**src/rtl/psum_acc_buf.sv**
```systemverilog
// Partial-sum accumulation buffer: accumulates psums over several passes, then drains them on a stream.
// Optional macro PSUM_SAT_EN selects a signed saturating accumulate instead of a wrap-around add.
module psum_acc_buf #(
  parameter int PSUM_WIDTH = 32,
  parameter int DEPTH      = 16,
  parameter int IDX_W      = $clog2(DEPTH),
  parameter int PASS_W     = 8
) (
  input  logic                  clk,
  input  logic                  rst_n,
  input  logic                  start,
  input  logic [IDX_W-1:0]      cfg_len_m1,
  input  logic [PASS_W-1:0]     cfg_pass_m1,
  input  logic                  in_valid,
  output logic                  in_ready,
  input  logic [PSUM_WIDTH-1:0] in_psum,
  output logic                  out_valid,
  input  logic                  out_ready,
  output logic [PSUM_WIDTH-1:0] out_psum,
  output logic                  out_last,
  output logic                  busy,
  output logic                  done
);

  localparam logic [1:0] IDLE  = 2'd0;
  localparam logic [1:0] ACC   = 2'd1;
  localparam logic [1:0] DRAIN = 2'd2;

  logic [1:0]            state_reg;
  logic [IDX_W-1:0]      wr_idx_reg;
  logic [IDX_W-1:0]      rd_idx_reg;
  logic [IDX_W-1:0]      len_m1_reg;
  logic [PASS_W-1:0]     pass_cnt_reg;
  logic [PASS_W-1:0]     pass_m1_reg;
  logic                  done_reg;
  logic [PSUM_WIDTH-1:0] acc_mem [DEPTH];

  logic                  in_fire;
  logic                  out_fire;
  logic                  wr_last_entry;
  logic                  wr_last_pass;
  logic                  rd_last_entry;
  logic [PSUM_WIDTH-1:0] addend;
  logic [PSUM_WIDTH-1:0] wr_data;

  assign in_fire       = in_valid && (state_reg == ACC);
  assign out_fire      = out_ready && (state_reg == DRAIN);
  assign wr_last_entry = (wr_idx_reg == len_m1_reg);
  assign wr_last_pass  = (pass_cnt_reg == pass_m1_reg);
  assign rd_last_entry = (rd_idx_reg == len_m1_reg);

  // Pass 0 overwrites, so stale contents from a previous job never leak in.
  assign addend = (pass_cnt_reg == '0) ? '0 : acc_mem[wr_idx_reg];

`ifdef PSUM_SAT_EN
  logic [PSUM_WIDTH:0] sum_ext;
  assign sum_ext = {addend[PSUM_WIDTH-1], addend} + {in_psum[PSUM_WIDTH-1], in_psum};

  always_comb begin
    wr_data = sum_ext[PSUM_WIDTH-1:0];
    if (sum_ext[PSUM_WIDTH] != sum_ext[PSUM_WIDTH-1]) begin
      wr_data = sum_ext[PSUM_WIDTH] ? {1'b1, {(PSUM_WIDTH-1){1'b0}}}
                                    : {1'b0, {(PSUM_WIDTH-1){1'b1}}};
    end
  end
`else
  assign wr_data = addend + in_psum;
`endif

  // Storage carries no reset; every job rewrites its entries on pass 0.
  always_ff @(posedge clk) begin
    if (in_fire) begin
      acc_mem[wr_idx_reg] <= wr_data;
    end
  end

  always_ff @(posedge clk or negedge rst_n) begin
    if (!rst_n) begin
      state_reg    <= IDLE;
      wr_idx_reg   <= '0;
      rd_idx_reg   <= '0;
      len_m1_reg   <= '0;
      pass_cnt_reg <= '0;
      pass_m1_reg  <= '0;
      done_reg     <= 1'b0;
    end else begin
      done_reg <= out_fire && rd_last_entry;
      case (state_reg)
        IDLE: begin
          if (start) begin
            len_m1_reg   <= cfg_len_m1;
            pass_m1_reg  <= cfg_pass_m1;
            wr_idx_reg   <= '0;
            pass_cnt_reg <= '0;
            state_reg    <= ACC;
          end
        end
        ACC: begin
          if (in_fire) begin
            if (wr_last_entry) begin
              wr_idx_reg   <= '0;
              pass_cnt_reg <= pass_cnt_reg + 1'b1;
              if (wr_last_pass) begin
                rd_idx_reg <= '0;
                state_reg  <= DRAIN;
              end
            end else begin
              wr_idx_reg <= wr_idx_reg + 1'b1;
            end
          end
        end
        DRAIN: begin
          if (out_fire) begin
            rd_idx_reg <= rd_idx_reg + 1'b1;
            if (rd_last_entry) begin
              state_reg <= IDLE;
            end
          end
        end
        default: state_reg <= IDLE;
      endcase
    end
  end

  // Outputs decode from registered state only, so reset forces them low without a clock.
  assign in_ready  = (state_reg == ACC);
  assign out_valid = (state_reg == DRAIN);
  assign out_last  = (state_reg == DRAIN) && rd_last_entry;
  assign out_psum  = (state_reg == DRAIN) ? acc_mem[rd_idx_reg] : '0;
  assign busy      = (state_reg != IDLE);
  assign done      = done_reg;

endmodule

```
**config.mk**
```make
export PLATFORM = sky130hd
export DESIGN_NAME = psum_acc_buf
export DESIGN_NICKNAME = d
export VERILOG_FILES = /design/src/rtl/psum_acc_buf.sv
export SDC_FILE = /design/constraint.sdc
export NUM_CORES = 1
export LEC_CHECK = 0
export BUFFER_PORTS_ARGS = -buffer_cell sky130_fd_sc_hd__clkbuf_2
export CAP_MARGIN = 15
export CORE_MARGIN = 3
export CORE_UTILIZATION = 50
export DETAILED_ROUTE_END_ITERATION = 8
export PLACE_DENSITY = 0.66
export SLEW_MARGIN = 20
export SYNTH_ARGS = -nofsm -noshare
export SYNTH_HDL_FRONTEND = slang
export SYNTH_SLANG_ARGS = --single-unit
```
**constraint.sdc**
```tcl
create_clock -name clk -period 11.9 [get_ports clk]
set_clock_uncertainty 0.05 [all_clocks]
set_input_delay 1.19 -clock clk [delete_from_list [all_inputs] [get_ports clk]]
set_output_delay 1.19 -clock clk [all_outputs]
set_load 0.1 [all_outputs]
```
==> results of run 1 <==
cell families (layout without fill, tap and decap cells):
logic type,Yosys count,in the layout,share of synthesized area (%)
DFF,543,543,60.24
AOI/OAI and AO/OA,114,114,3.010
muxes,334,334,27.37
adders and majority gates,39,39,1.848
buffers and inverters,115,249,1.848
and+or+nand+nor,205,205,4.056
xor gates and xnor gates,49,49,1.629
per-stage QoR:
| stage | utilization [%] | area [sq um] | cells | hold WS, ns |
|---|---|---|---|---|
| 2_1_floorplan | - | 26810 | 1399 | 0.4231 |
| 3_3_place_gp | 53.20 | 28070 | 2111 | 0.4419 |
| 3_5_place_dp | 53.22 | 28080 | 2111 | 0.4613 |
| 4_1_cts | 56.94 | 30040 | 2219 | 0.4688 |
| 5_1_grt | 57.33 | 30250 | 2221 | 0.5131 |
| 6_report | 57.33 | 30250 | 2221 | 0.4654 |
path summary, 6_finish.rpt:
check,startpoint,endpoint,slack (ns),depth (start not counted)
max,wr_idx_reg[0],acc_mem[6][28],5.75,12
min,state_reg[1],state_reg[0],0.47,1
max reg2reg,wr_idx_reg[0],acc_mem[6][28],5.75,12
min reg2reg,state_reg[1],state_reg[0],0.47,1
max in group asynchronous,rst_n,wr_idx_reg[0],10.65,1
min in group asynchronous,rst_n,state_reg[0],0.59,1
report_power, final:
part / switching [W] / internal (W) / total [W]
Combinational: 0.00256 / 0.00185 / 0.00441
Clock: 0.000764 / 0.00109 / 0.00185
Sequential: 0.000305 / 0.00357 / 0.00387
Total: 0.00363 / 0.00650 / 0.0101
cell usage after synthesis (all sizes together), types with 2 or more instances:
cell,instances
and2,33
xor2,13
dfrtp,31
and3,5
o21ba,2
a211oi,3
a21o,10
buf,56
o21ai,23
a211o,3
o211ai,7
xnor2,36
nor2b,35
nand3b,2
o21bai,2
o21a,5
o221a,2
nor3,9
inv,19
mux2i,4
a31oi,5
or3,3
mux4,318
nand4,12
mux2,12
nand2,39
nor4,3
o41ai,3
a21oi,36
nor2,36
ha,38
edfxtp,512
a21boi,2
nand3,17
nand2b,7
clkbuf,40
layout make-up:
type | instances | area [sq um]
clock buffer | 70 | 1558
sequential | 543 | 16180
fill | 3951 | 22510
timing repair buffer | 122 | 723.2
tap | 688 | 860.8
multi-input combinational | 741 | 10450
clock inverter | 38 | 404.1
inverter | 19 | 71.32
per-layer routing:
metal	GRT usage [%]	vias up	routed length (um)	share of wire, %
li1	-	6101	-	-
met1	35.37	7668	27290	41
met2	39.34	649	32810	49
met3	4.687	89	5745	8.5
met4	6.232	2	1356	2.0
met5	0	-	10	0.015
worst reg2reg max path: stages (launching register included):
cell       delay (ns)
dfrtp_4          0.73
buf_4            0.78
mux4_2           0.64
mux4_2           0.48
nor2b_1          0.15
ha_1             0.42
and3_1           0.26
a211o_1          0.31
a32oi_2          0.20
o21ai_1          0.21
a2111oi_2        0.68
o41ai_1          0.17
xor2_1           0.75
==> metrics.md, run 1 <==
| Metric | Value |
|---|---|
| Most common cell after layout, fill and taps aside | `edfxtp_1` |
| Ys flop type | `edfxtp_1` |
| CTS clock-pin slew for the worst setup and hold paths | `roughly 0.060 ns` |
| Port bufs | `85` |
| Status | `complete, no violations` |
| Mapped cell area | `between 0.02 and 0.03 sq mm` |
| Final worst slack | `5.755 ns` |
| Fmax achieved | `162.7 MHz` |
| Most frequent cells in the layout | `edfxtp_1 (512), mux4_2 (318), clkbuf_2 (85)` |
| Insertion delay to the later sink of the worst-skew pair | `0.62 ns` |
| Final setup viols | `0` |
| Pre-CTS setup slack | `5.527 ns` |
| Post-route ant nets | `0` |
| Max Transition Viols Final | `0` |
| Delay-heaviest family, CP | `compound AO/OA/AOI/OAI gates` |
| Total track usage | `24.54%` |
| Routed WL | `67.21 mm` |
| Post-CTS setup repair buffer count | `0` |
| Most common cell on crit path | `mux4_2` |
| I/O pin cnt | `86` |
| Largest net degree at the start of global routing | `a little under 70` |
| Die Span Y | `237.6 um` |
| CP cell instances | `buf_4 > mux4_2 > mux4_2 > nor2b_1 > ha_1 > and3_1 > a211o_1 > a32oi_2 > o21ai_1 > a2111oi_2 > o41ai_1 > xor2_1` |
| Worst Setup Path Type | `register to register` |
| First-pass GRT wire length | `100.9 mm` |
| Hold Vio Cnt, Final | `0` |
| Wire length per cell | `30.26 um` |
| Largest fanout on the critical path | `42` |
| Max_cap viols | `0` |
| Nets | `1573` |
| Worst vdd ir | `0.0001562 V` |
| Synth unique cells | `65` |
| Worst-path cell with the longest stage delay | `buf_4` |
| Vias per inst | `6.533` |
| Register bit total from synthesis | `543` |
| Share of layout cells above drive strength 1 | `roughly 40%` |
| First-pass iteration count of the detailed router | `5` |
| # H-tree levels | `2` |
| DRT iter0 DRCs | `1563` |
| Worst path buffer plus inverter count | `1` |
| Initial antenna violation count | `1` |
| Fin Setup TNS | `0 ns` |
| Relative slew slack | `between 20% and 30%` |
| CTS tree | `done` |
| Setup crit start kind | `register` |
| Period minus WS final | `~6 ns` |
| P&R area growth vs syn | `12.82%` |
| Via count | `14509` |
| Synthesized Nets | `1487` |
| Tcrit/Tclk final | `51.64%` |
| Syn_area_per_cell | `19.16 sq um` |
| Routability congestion estimate | `0.8033` |
| Top cells by area, synth | `edfxtp_1 (57%), mux4_2 (27%), dfrtp_1 (2.9%)` |
| CTS root buf | `clkbuf_16` |
| Number of flip-flops in the largest register | `512` |
| Pwr Density | `335.1 mW/mm^2` |
| Worst setup EP type | `register` |
| Clock buffer depth | `3` |
| CP arrival | `about 6.4 ns` |
| Cells after Synth | `~1400` |
| Num CTS Buffers | `between 50 and 60` |
| Grt ovf | `0` |
| Worst Tran Pin Value | `roughly 1.1 ns` |
| Die area | `approximately 0.056 sq mm` |
| Total power | `between 0.01 and 0.015 W` |
| Vias in the first global route | `~15000` |
| Worst Hold Class | `register to register` |
| EDFF count, synth | `512` |
| RSZ-0062 raised after global routing | `false` |
| Seq/Total Area, Yosys | `approximately three fifths` |
| Clk sink count | `543` |
| YS warnings | `0` |
| Worst endpoint required time | `12.13 ns` |
| DP HPWL | `38.69 mm` |
| Die X | `237.6 um` |
| # DRC | `0` |
| Leakage | `9.881 nW` |
| CTS resizes | `0` |
| Core area | `0.05276 sq mm` |
| Area leader, netlist | `edfxtp_1` |
| Ant. Diodes | `0` |
| Row cnt | `84` |
| Async SR Flop Fraction | `5.709%` |
| Cts-stage hold buffer count | `0` |
| Area share of the largest cell type after synthesis | `between 50% and 60%` |
| Initial Utilization | `50.81%` |
| Slowest stage delay, CP | `0.77 ns` |
Power figures use the tool's default switching activity.
==> run 2, diff against run 1 <==
==> constraint.sdc (replaced) <==
create_clock -name clk -period 6.3 [get_ports clk]
set_clock_uncertainty 0.05 [all_clocks]
set_input_delay 0.63 -clock clk [delete_from_list [all_inputs] [get_ports clk]]
set_output_delay 0.63 -clock clk [all_outputs]
set_load 0.1 [all_outputs]
==> run 2 against run 1 <==
Combinational power up 92%. Hold slack worse by 0.43 ns. Cell area rose by 0.15%. First-iteration DRC count is 1.8% higher. Cell count increased by 0.63%. Power rose by 90%. Routed wire length is 2.1% higher. Register-to-register slack got worse by 5.1 ns. Utilization rose by 0.085 points. Critical path depth is the same. Critical endpoint is now acc_mem[11][28]. Largest cell class unchanged.
==> metrics.md, run 2 (same netlist as run 1, synthesis figures left out) <==
| Metric | Value |
|---|---|
| CTS resizes | `0` |
| Pre-CTS setup slack | `0.7293 ns` |
| I/O pin cnt | `86` |
| Delay-heaviest family, CP | `compound AO/OA/AOI/OAI gates` |
| Sequential cell area | `around 0.016 sq mm` |
| Most frequent cells in the layout | `edfxtp_1 (512), mux4_2 (318), clkbuf_2 (85)` |
| Initial Utilization | `50.81%` |
| Largest fanout on the critical path | `33` |
| Fin Setup TNS | `0 ns` |
| Tcrit/Tclk final | `90.09%` |
| Critical Path Stages | `12` |
| Multi-input gate area in the final layout | `0.01038 sq mm` |
| Via count | `14863` |
| Worst-path cell with the longest stage delay | `dfrtp_4` |
| Fmax achieved | `176.2 MHz` |
| Share of layout cells above drive strength 1 | `39.39%` |
| Final setup viols | `0` |
| Number of flip-flops in the largest register | `512` |
| Clock buffer depth | `3` |
| CTS root buf | `clkbuf_16` |
| Worst path buffer plus inverter count | `1` |
| Worst Hold Class | `input port to async pin` |
| Worst Tran Pin Value | `between 1 and 1.5 ns` |
| Grt ovf | `0` |
| Max Transition Viols Final | `0` |
| FF-to-FF path depth | `12` |
| Row cnt | `84` |
| Largest net degree at the start of global routing | `79` |
| Post-layout util | `between 50% and 60%` |
| P&R area growth vs syn | `12.99%` |
| CTS clock-pin slew for the worst setup and hold paths | `around 0.06 ns` |
| CP startpoint | `wr_idx_reg[0]` |
| Core area | `between 0.05 and 0.06 sq mm` |
| Worst setup EP type | `register` |
| Pwr Density | `636.7 mW/mm^2` |
| # fillers | `3936` |
| Total track usage | `24.86%` |
| Cts-stage hold buffer count | `0` |
| Vias per inst | `6.650` |
| Worst vdd ir | `0.0003156 V` |
| # DRC | `0` |
| R2r startpoint | `wr_idx_reg[0]` |
| Worst Setup Path Type | `register to register` |
| Num CTS Buffers | `57` |
| CP cell instances | `buf_12 > mux4_2 > mux4_2 > nor2b_1 > ha_1 > nor2b_1 > o211ai_1 > a31o_2 > o21ai_1 > a2111oi_2 > o41ai_1 > xor2_1` |
| Wire length per cell | `30.71 um` |
| Vias in the first global route | `about 15000` |
| Most common cell after layout, fill and taps aside | `edfxtp_1` |
| Post-CTS setup repair buffer count | `0` |
| Die Span Y | `about 240 um` |
| Insertion delay to the later sink of the worst-skew pair | `0.62 ns` |
| Initial antenna violation count | `1` |
| CP arrival | `5.88 ns` |
| Top Layer Used | `met5` |
| Port bufs | `85` |
| DP HPWL | `40.12 mm` |
| # H-tree levels | `2` |
| Max_cap viols | `0` |
| Relative slew slack | `approximately a quarter` |
| Post-route ant nets | `0` |
| Die X | `237.6 um` |
| Worst hold margin | `0.03360 ns` |
| Worst endpoint required time | `6.51 ns` |
| R2R Path End | `acc_mem[11][28]` |
| Routability congestion estimate | `0.8721` |
| CTS tree | `done` |
| Slowest stage delay, CP | `roughly 0.93 ns` |
| First-pass GRT wire length | `around 100 mm` |
| Die area | `~0.056 sq mm` |
| Status | `complete, no violations` |
| Nets | `approximately 1600` |
| DRT iter0 DRCs | `1591` |
| Setup crit start kind | `register` |
| First-pass iteration count of the detailed router | `5` |
| Hold Vio Cnt, Final | `0` |
| Period minus WS final | `5.675 ns` |
| CP endpoint | `acc_mem[11][28]` |
| RSZ-0062 raised after global routing | `false` |
| Final worst slack | `0.6246 ns` |
| Routed met3 length | `between 5 and 6 mm` |
| Metal-1 WL | `28.67 mm` |
| Total power | `0.01929 W` |
| R2r setup slk | `0.62 ns` |
| WL met2 | `33.26 mm` |
| Clk sink count | `543` |
| Leakage | `9.882 nW` |
| Routed WL | `just under 70 mm` |
run 2: area by class of cell:
class / instances / area share (%)
Sequential cell: 543 / 53.40
Multi-Input combinational cell: 741 / 34.27
Clock buffer: 69 / 4.998
Timing Repair Buffer: 137 / 3.024
Tap cell: 688 / 2.842
Clock inverter: 37 / 1.227
Inverter: 19 / 0.2354
Antenna cell: 1 / 0.008261
run 2: report_power, final:
part | leakage (nW) | internal [W] | switching [W]
Combinational | 3.98 | 0.00367 | 0.00481
Clock | 0.907 | 0.00199 | 0.00142
Sequential | 5.00 | 0.00672 | 0.000676
Total | 9.88 | 0.0124 | 0.00691
run 2: metal layers:
metal / vias up / track usage (%)
met5: - / 0
met4: 2 / 6.287
met1: 7974 / 36.62
met2: 653 / 39.78
met3: 96 / 3.794
li1: 6138 / -
run 2: metrics by stage:
step                cells  cell area, sq um
global placement     2128             28300
finish               2235             30290
CTS                  2234             30180
detailed placement   2128             28300
global route         2234             30290
floorplan            1399             26810
run 2: how the worst min path moves through the flow:
stage                 start      endpoint  cells after the start
6_report              rst_n  state_reg[0]                      1
5_1_grt               rst_n  state_reg[0]                      1
4_1_cts               rst_n  state_reg[0]                      1
3_5_place_dp   state_reg[1]  state_reg[0]                      1
3_3_place_gp   state_reg[1]  state_reg[0]                      1
2_1_floorplan         rst_n          done                      0
